[src/rtl/cp0_exc_unit_if.sv]
// CP0 / exception unit bus: write-back instruction info, CP0 moves,
// hardware interrupts in; read data and front-end redirect out.
interface cp0_exc_unit_if #(
    parameter int unsigned N_HWINT = 6
);
    logic                wb_valid;
    logic [31:0]         pc;
    logic [31:0]         bad_vaddr;
    logic                fetch_error;
    logic                raddr_error;
    logic                waddr_error;
    logic                overflow;
    logic                syscall;
    logic                eret;
    logic                mtc0;
    logic                mfc0;
    logic [7:0]          cp0_addr;
    logic [31:0]         cp0_wdata;
    logic [N_HWINT-1:0]  hw_int;
    logic [31:0]         cp0_rdata;
    logic                exc_valid;
    logic [31:0]         exc_pc;
    logic                cancel;
    logic                int_pending;

    modport master (
        output wb_valid, pc, bad_vaddr, fetch_error, raddr_error, waddr_error,
               overflow, syscall, eret, mtc0, mfc0, cp0_addr, cp0_wdata, hw_int,
        input  cp0_rdata, exc_valid, exc_pc, cancel, int_pending
    );

    modport slave (
        input  wb_valid, pc, bad_vaddr, fetch_error, raddr_error, waddr_error,
               overflow, syscall, eret, mtc0, mfc0, cp0_addr, cp0_wdata, hw_int,
        output cp0_rdata, exc_valid, exc_pc, cancel, int_pending
    );
endinterface

[src/rtl/cp0_exc_unit.sv]
// CP0 register file (BadVAddr, Count, Compare, Status, Cause, EPC) with
// exception/interrupt prioritisation and ERET handling at write-back.
// N_HWINT must match the N_HWINT of the connected interface instance.
module cp0_exc_unit #(
    parameter logic [31:0] EXC_ENTRY = 32'h0000_0000,
    parameter int unsigned N_HWINT   = 6,
    parameter int unsigned COUNT_DIV = 2
) (
    input logic            clk,
    input logic            resetn,
    cp0_exc_unit_if.slave  bus
);
    localparam logic [7:0] A_BADVADDR = 8'h40;  // {8,0}
    localparam logic [7:0] A_COUNT    = 8'h48;  // {9,0}
    localparam logic [7:0] A_COMPARE  = 8'h58;  // {11,0}
    localparam logic [7:0] A_STATUS   = 8'h60;  // {12,0}
    localparam logic [7:0] A_CAUSE    = 8'h68;  // {13,0}
    localparam logic [7:0] A_EPC      = 8'h70;  // {14,0}
    localparam logic [3:0] DIV_MAX    = 4'(COUNT_DIV - 1);

    logic [31:0] badvaddr;
    logic [31:0] count;
    logic [31:0] compare;
    logic [31:0] epc;
    logic [7:0]  im;
    logic        exl;
    logic        ie;
    logic        ti;
    logic [5:0]  ip_hw;
    logic [1:0]  ip_sw;
    logic [4:0]  exc_code;
    logic [3:0]  div_cnt;

    logic [5:0]  hw_in;
    logic [7:0]  ip;
    logic        int_pend;
    logic        exc_take;
    logic [4:0]  code_nxt;
    logic        bv_we;
    logic [31:0] bv_val;
    logic        eret_take;
    logic        mtc0_we;
    logic        tick;
    logic        count_wr;
    logic [31:0] count_inc;
    logic        unused_mfc0;

    assign unused_mfc0 = bus.mfc0;

    // Unused hardware interrupt lines read as constant 0.
    for (genvar g = 0; g < 6; g++) begin : g_hwin
        if (g < N_HWINT) begin : g_used
            assign hw_in[g] = bus.hw_int[g];
        end else begin : g_unused
            assign hw_in[g] = 1'b0;
        end
    end

    assign ip        = {ip_hw[5] | ti, ip_hw[4:0], ip_sw};
    assign int_pend  = ie & ~exl & (|(ip & im));
    assign tick      = (div_cnt == DIV_MAX);
    assign count_inc = count + 32'd1;

    // Exception priority encoder; BadVAddr source follows the winning cause.
    always_comb begin
        exc_take = 1'b0;
        code_nxt = 5'd0;
        bv_we    = 1'b0;
        bv_val   = '0;
        if (resetn && bus.wb_valid) begin
            if (int_pend) begin
                exc_take = 1'b1;
                code_nxt = 5'd0;
            end else if (bus.fetch_error) begin
                exc_take = 1'b1;
                code_nxt = 5'd4;
                bv_we    = 1'b1;
                bv_val   = bus.pc;
            end else if (bus.overflow) begin
                exc_take = 1'b1;
                code_nxt = 5'd12;
            end else if (bus.syscall) begin
                exc_take = 1'b1;
                code_nxt = 5'd8;
            end else if (bus.raddr_error) begin
                exc_take = 1'b1;
                code_nxt = 5'd4;
                bv_we    = 1'b1;
                bv_val   = bus.bad_vaddr;
            end else if (bus.waddr_error) begin
                exc_take = 1'b1;
                code_nxt = 5'd5;
                bv_we    = 1'b1;
                bv_val   = bus.bad_vaddr;
            end
        end
    end

    assign eret_take = resetn & bus.wb_valid & bus.eret & ~exc_take;
    assign mtc0_we   = resetn & bus.wb_valid & bus.mtc0 & ~exc_take;
    assign count_wr  = mtc0_we & (bus.cp0_addr == A_COUNT);

    assign bus.exc_valid   = exc_take | eret_take;
    assign bus.cancel      = exc_take | eret_take;
    assign bus.exc_pc      = eret_take ? epc : EXC_ENTRY;
    assign bus.int_pending = int_pend;

    // Combinational CP0 read of the pre-edge register values.
    always_comb begin
        bus.cp0_rdata = '0;
        case (bus.cp0_addr)
            A_BADVADDR: bus.cp0_rdata = badvaddr;
            A_COUNT:    bus.cp0_rdata = count;
            A_COMPARE:  bus.cp0_rdata = compare;
            A_STATUS:   bus.cp0_rdata = {16'h0, im, 6'h0, exl, ie};
            A_CAUSE:    bus.cp0_rdata = {1'b0, ti, 14'h0, ip, 1'b0, exc_code, 2'b00};
            A_EPC:      bus.cp0_rdata = epc;
            default:    bus.cp0_rdata = '0;
        endcase
    end

    // CP0 state: timer, interrupt sampling, exception entry/return, mtc0.
    always_ff @(posedge clk or negedge resetn) begin
        if (!resetn) begin
            badvaddr <= '0;
            count    <= '0;
            compare  <= '0;
            epc      <= '0;
            im       <= '0;
            exl      <= 1'b0;
            ie       <= 1'b0;
            ti       <= 1'b0;
            ip_hw    <= '0;
            ip_sw    <= '0;
            exc_code <= '0;
            div_cnt  <= '0;
        end else begin
            ip_hw <= hw_in;

            if (count_wr) begin
                count   <= bus.cp0_wdata;
                div_cnt <= '0;
            end else if (tick) begin
                count   <= count_inc;
                div_cnt <= '0;
            end else begin
                div_cnt <= div_cnt + 4'd1;
            end

            if (mtc0_we && bus.cp0_addr == A_COMPARE) begin
                compare <= bus.cp0_wdata;
                ti      <= 1'b0;
            end else if (tick && !count_wr && count_inc == compare) begin
                ti <= 1'b1;
            end

            if (exc_take) begin
                exl      <= 1'b1;
                exc_code <= code_nxt;
                if (!exl) epc <= bus.pc;
                if (bv_we) badvaddr <= bv_val;
            end else begin
                if (mtc0_we) begin
                    case (bus.cp0_addr)
                        A_STATUS: begin
                            im  <= bus.cp0_wdata[15:8];
                            exl <= bus.cp0_wdata[1];
                            ie  <= bus.cp0_wdata[0];
                        end
                        A_CAUSE: ip_sw <= bus.cp0_wdata[9:8];
                        A_EPC:   epc   <= bus.cp0_wdata;
                        default: ;
                    endcase
                end
                if (eret_take) exl <= 1'b0;
            end
        end
    end
endmodule

[src/flat_wrapper.sv]
// flat-port wrapper written by rule: the top's interface ports become plain ports
module cp0_exc_unit_flat 
#(
    parameter logic [31:0] EXC_ENTRY = 32'h0000_0000,
    parameter int unsigned N_HWINT   = 6,
    parameter int unsigned COUNT_DIV = 2
)
  (clk, resetn, bus_wb_valid, bus_pc, bus_bad_vaddr, bus_fetch_error, bus_raddr_error, bus_waddr_error, bus_overflow, bus_syscall, bus_eret, bus_mtc0, bus_mfc0, bus_cp0_addr, bus_cp0_wdata, bus_hw_int, bus_cp0_rdata, bus_exc_valid, bus_exc_pc, bus_cancel, bus_int_pending);
  cp0_exc_unit_if #(.N_HWINT(N_HWINT)) bus_i ();
  input logic clk;
  input logic resetn;
  input wire logic [$bits(bus_i.wb_valid)-1:0] bus_wb_valid;
  input wire logic [$bits(bus_i.pc)-1:0] bus_pc;
  input wire logic [$bits(bus_i.bad_vaddr)-1:0] bus_bad_vaddr;
  input wire logic [$bits(bus_i.fetch_error)-1:0] bus_fetch_error;
  input wire logic [$bits(bus_i.raddr_error)-1:0] bus_raddr_error;
  input wire logic [$bits(bus_i.waddr_error)-1:0] bus_waddr_error;
  input wire logic [$bits(bus_i.overflow)-1:0] bus_overflow;
  input wire logic [$bits(bus_i.syscall)-1:0] bus_syscall;
  input wire logic [$bits(bus_i.eret)-1:0] bus_eret;
  input wire logic [$bits(bus_i.mtc0)-1:0] bus_mtc0;
  input wire logic [$bits(bus_i.mfc0)-1:0] bus_mfc0;
  input wire logic [$bits(bus_i.cp0_addr)-1:0] bus_cp0_addr;
  input wire logic [$bits(bus_i.cp0_wdata)-1:0] bus_cp0_wdata;
  input wire logic [$bits(bus_i.hw_int)-1:0] bus_hw_int;
  output wire logic [$bits(bus_i.cp0_rdata)-1:0] bus_cp0_rdata;
  output wire logic [$bits(bus_i.exc_valid)-1:0] bus_exc_valid;
  output wire logic [$bits(bus_i.exc_pc)-1:0] bus_exc_pc;
  output wire logic [$bits(bus_i.cancel)-1:0] bus_cancel;
  output wire logic [$bits(bus_i.int_pending)-1:0] bus_int_pending;
  assign bus_i.wb_valid = bus_wb_valid;
  assign bus_i.pc = bus_pc;
  assign bus_i.bad_vaddr = bus_bad_vaddr;
  assign bus_i.fetch_error = bus_fetch_error;
  assign bus_i.raddr_error = bus_raddr_error;
  assign bus_i.waddr_error = bus_waddr_error;
  assign bus_i.overflow = bus_overflow;
  assign bus_i.syscall = bus_syscall;
  assign bus_i.eret = bus_eret;
  assign bus_i.mtc0 = bus_mtc0;
  assign bus_i.mfc0 = bus_mfc0;
  assign bus_i.cp0_addr = bus_cp0_addr;
  assign bus_i.cp0_wdata = bus_cp0_wdata;
  assign bus_i.hw_int = bus_hw_int;
  assign bus_cp0_rdata = bus_i.cp0_rdata;
  assign bus_exc_valid = bus_i.exc_valid;
  assign bus_exc_pc = bus_i.exc_pc;
  assign bus_cancel = bus_i.cancel;
  assign bus_int_pending = bus_i.int_pending;
  cp0_exc_unit #(.EXC_ENTRY(EXC_ENTRY), .N_HWINT(N_HWINT), .COUNT_DIV(COUNT_DIV)) u_core (.clk(clk), .resetn(resetn), .bus(bus_i));
endmodule
[config.mk]
export PLATFORM = sky130hd
export DESIGN_NAME = cp0_exc_unit_flat
export DESIGN_NICKNAME = d
export VERILOG_FILES = /design/src/rtl/cp0_exc_unit_if.sv /design/src/rtl/cp0_exc_unit.sv /design/src/flat_wrapper.sv
export SDC_FILE = /design/constraint.sdc
export NUM_CORES = 1
export LEC_CHECK = 0
export BUFFER_PORTS_ARGS = -buffer_cell sky130_fd_sc_hd__buf_4
export CAP_MARGIN = 30
export CORE_MARGIN = 5
export CORE_UTILIZATION = 30
export CTS_BUF_LIST = sky130_fd_sc_hd__clkbuf_16
export DETAILED_ROUTE_END_ITERATION = 12
export SLEW_MARGIN = 25
export SYNTH_ARGS = -nofsm -noshare
export SYNTH_HDL_FRONTEND = slang
export SYNTH_SLANG_ARGS = --single-unit
[constraint.sdc]
create_clock -name clk -period 3.36 [get_ports clk]
set_input_delay 0.168 -clock clk [delete_from_list [all_inputs] [get_ports clk]]
set_output_delay 0.168 -clock clk [all_outputs]
set_load 0.05 [all_outputs]
==> reports/results.tsv <==
stage	metric	value	unit
cts	Skew-Pair Late Insertion Delay	0.43	ns
logic_synthesis	Post-Synthesis Cells	1034	
setup_path	R2R Setup Slk	0.62	ns
logic_synthesis	Synth async-reset ratio	100	%
logic_synthesis	Synthesized Nets	1158	
global_routing	initial antenna violation count	0	
cts	root buf cell	clkbuf_16	
power_and_ir_drop	IR drop worst, VDD	0.241	mV
logic_synthesis	EDFF count, synth	0	
logic_synthesis	ys flop type	dfrtp_1	
flow_run	MaxCap Viol Count	0	
logic_synthesis	Mapped Avg Cell Area	8.81	um^2
cells_and_area	share of cells above drive strength 1	25.5	%
logic_synthesis	register area share after synthesis	42.3	%
timing	Final Max Slew Viols	0	
drt	Initial DRC Count	795	
power_and_ir_drop	Logic pwr share	16.1	%
cts	clock buffer depth	2	
cells_and_area	Final Net Count	1344	
cts	CTS Buf Count	17	
drt	Remaining DRCs	0	
cts	postcts setup bufs	0	
place	GPL Wtd Cong	0.882	
setup_path	Setup crit start kind	flop	
cts	CTS sink count	154	
global_routing	first-pass GRT wire length	53300	um
power_and_ir_drop	Reg power frac	45.7	%
global_routing	Total GRT Usage	20.3	%
floorplan	width of the die	184	um
drt	via density per instance	5.56	
timing	setup TNS	0	ns
logic_synthesis	count of state elements after synthesis	154	
setup_path	R2R cell count	7	
floorplan	row cnt	63	
drt	Routed Antenna Nets	0	
cells_and_area	most common cell after layout, fill and taps aside	buf_4	
logic_synthesis	Post-Syn Area	9110	um^2
floorplan	Die Ht	184	um
timing	fmax	345	MHz
place	HPWL Detailed	26400	um
cts	Worst-path clk slew	0.07	ns
logic_synthesis	YS warnings	0	
logic_synthesis	number of library cell types mapped by synthesis	64	
timing	unrepaired setup endpoints after global routing	false	
timing	Hold WS	0.00381	ns
power_and_ir_drop	Clock power frac	38.1	%
place	I/O Buffers	186	
timing	Final setup viols	0	
cells_and_area	P&R area growth vs syn	30.7	%
power_and_ir_drop	Pint	3.53	mW
cts	cts repair resizes	0	
cts	TritonCTS clock tree	done	
run_status	outcome	finished clean	
timing	Final Critical Period	2.90	ns
cells_and_area	commonest cells after routing, fill and taps aside	220 x buf_4, 154 x dfrtp_1, 143 x nand2_1, 125 x nor2_1, 76 x a22oi_1	
global_routing	largest net degree at the start of global routing	59	
hold_path	hold depth	3	
timing	Worst Tran Pin Value	0.784	ns
cells_and_area	Finished Core Util	39.9	%
floorplan	total die area	33900	um^2
setup_path	Crit. End Element	output pin	
setup_path	Worst Path Arrival	2.73	ns
timing	final period utilization	86.2	%
hold_path	Hold Crit Class	in -> reg	
global_routing	vias in the first global route	8911	
drt	detailed-router iteration count before antenna repair	8	
setup_path	Critical Path RT	3.19	ns
timing	Slew HR	47.3	%
drt	drt total wl	35100	um
setup_path	critical path fanouts, max	23	
global_routing	total global routing overflow	0	
power_and_ir_drop	pwr dens	423	nW/um^2
floorplan	core box area	29800	um^2
cts	H-tree depth	4	
power_and_ir_drop	Sw Pwr	1.51	mW
floorplan	num ports	188	
timing	clk_skew	0.0102	ns
floorplan	starting density of the core	30.6	%
drt	DR WL/cell	21.6	um
cells_and_area	Ant. Diodes	0	
power_and_ir_drop	Pwr Total	5.03	mW
power_and_ir_drop	leakage	5.34	nW
power_and_ir_drop	switch share	30.0	%
drt	DR vias	9019	
timing	Fin. Hold Viols	0	
setup_path	CP Class	reg -> out	
-- flip-flops by register name, summed over array words and instances (netlist names) --
register and cells:
u_core.ie 1, u_core.exl 1, u_core.im 8, u_core.ip_hw 6
u_core.ti 1, u_core.epc 32, u_core.div_cnt 4, u_core.compare 32
u_core.ip_sw 2, u_core.exc_code 3, u_core.count 32, u_core.badvaddr 32
-- cell families (layout without fill, tap and decap cells) --
group / count (synthesis) / count (layout) / share of synthesized area, %
muxes: 47 / 47 / 5.78
DFF: 154 / 154 / 42.3
buffers and inverters: 94 / 293 / 4.27
AOI/OAI and AO/OA: 227 / 227 / 17.6
and+or+nand+nor: 436 / 436 / 22.5
xor gates and xnor gates: 73 / 73 / 7.02
adders and majority gates: 3 / 3 / 0.412
-- cell usage after synthesis (6+ instances only) --
| cell | number | area [um^2] |
|---|---|---|
| xnor2_1 | 45 | 394 |
| o21ai_0 | 7 | 35.0 |
| nor3_1 | 21 | 105 |
| a31oi_1 | 35 | 219 |
| dfrtp_1 | 154 | 3850 |
| inv_1 | 6 | 22.5 |
| o31ai_1 | 15 | 113 |
| a222oi_1 | 7 | 70.1 |
| a221oi_1 | 19 | 166 |
| a21oi_1 | 39 | 195 |
| a22oi_1 | 76 | 571 |
| nand3_1 | 29 | 145 |
| mux2_2 | 45 | 507 |
| clkbuf_1 | 72 | 270 |
| nand2_1 | 144 | 541 |
| nor4_1 | 15 | 93.8 |
| buf_2 | 8 | 40.0 |
| nand4_1 | 18 | 113 |
| and3_1 | 40 | 250 |
| nor2_1 | 129 | 484 |
| xor2_1 | 28 | 245 |
-- path summary, 6_finish.rpt --
path / to / startpoint
max in group asynchronous: u_core.count[29] / resetn
min: u_core.badvaddr[12] / bus_bad_vaddr[12]
min reg2reg: u_core.badvaddr[31] / u_core.badvaddr[31]
max reg2reg: u_core.ti / u_core.count[11]
max: bus_exc_pc[14] / u_core.im[6]
min in group asynchronous: u_core.badvaddr[8] / resetn
-- power by group through the flow --
stage	clock network, mW	registers, mW	logic [mW]
2_1_floorplan	0	2.19	0.537
3_3_place_gp	0	2.32	0.762
3_5_place_dp	0	2.33	0.782
4_1_cts	1.95	2.29	0.811
5_1_grt	2.02	2.32	0.902
6_report	1.92	2.30	0.813
-- metrics by stage --
step                      instances  setup slack [ns]  cell area [um^2]
after floorplan                1034             0.345              9110
after global placement         1560             0.645             11000
after detailed placement       1562             0.652             11000
after CTS                      1622             0.485             11900
after global routing           1623             0.320             11900
final                          1623             0.463             11900
-- what timing repair did --
| action | CTS | global route |
|---|---|---|
| endpoints found under the setup margin | 0 | 0 |
| endpoints found under the hold margin | 49 | 1 |
| hold buffers | 28 | 1 |
-- worst max-delay path, cell delays in order, from the launching register on --
cell      delay (ns)
dfrtp_1         0.39
a222oi_1        0.36
nand3_1         0.25
o21a_1          0.36
nor2_2          0.22
buf_4           0.28
and3_1          0.23
buf_4           0.21
-- area by class of cell --
type / count / area (um^2)
inverters: 6 / 22.5
well taps: 390 / 488
fillers: 3029 / 17900
clock buffers: 17 / 425
clock inverters: 15 / 149
flip-flops and latches: 154 / 3850
multi-input cells: 786 / 4910
repair buffers: 255 / 2050
-- layer usage --
| metal | vias to the layer above | share of wire, % | track usage [%] | routed length (um) |
|---|---|---|---|---|
| met1 | 4423 | 44 | 28.7 | 15400 |
| met2 | 420 | 47 | 31.8 | 16400 |
| li1 | 4130 | - | - | - |
| met3 | 46 | 7.5 | 3.69 | 2630 |
| met5 | - | 0 | 0 | 0 |
| met4 | 0 | 2.0 | 5.97 | 709 |
(Power assumes the default switching activity.)
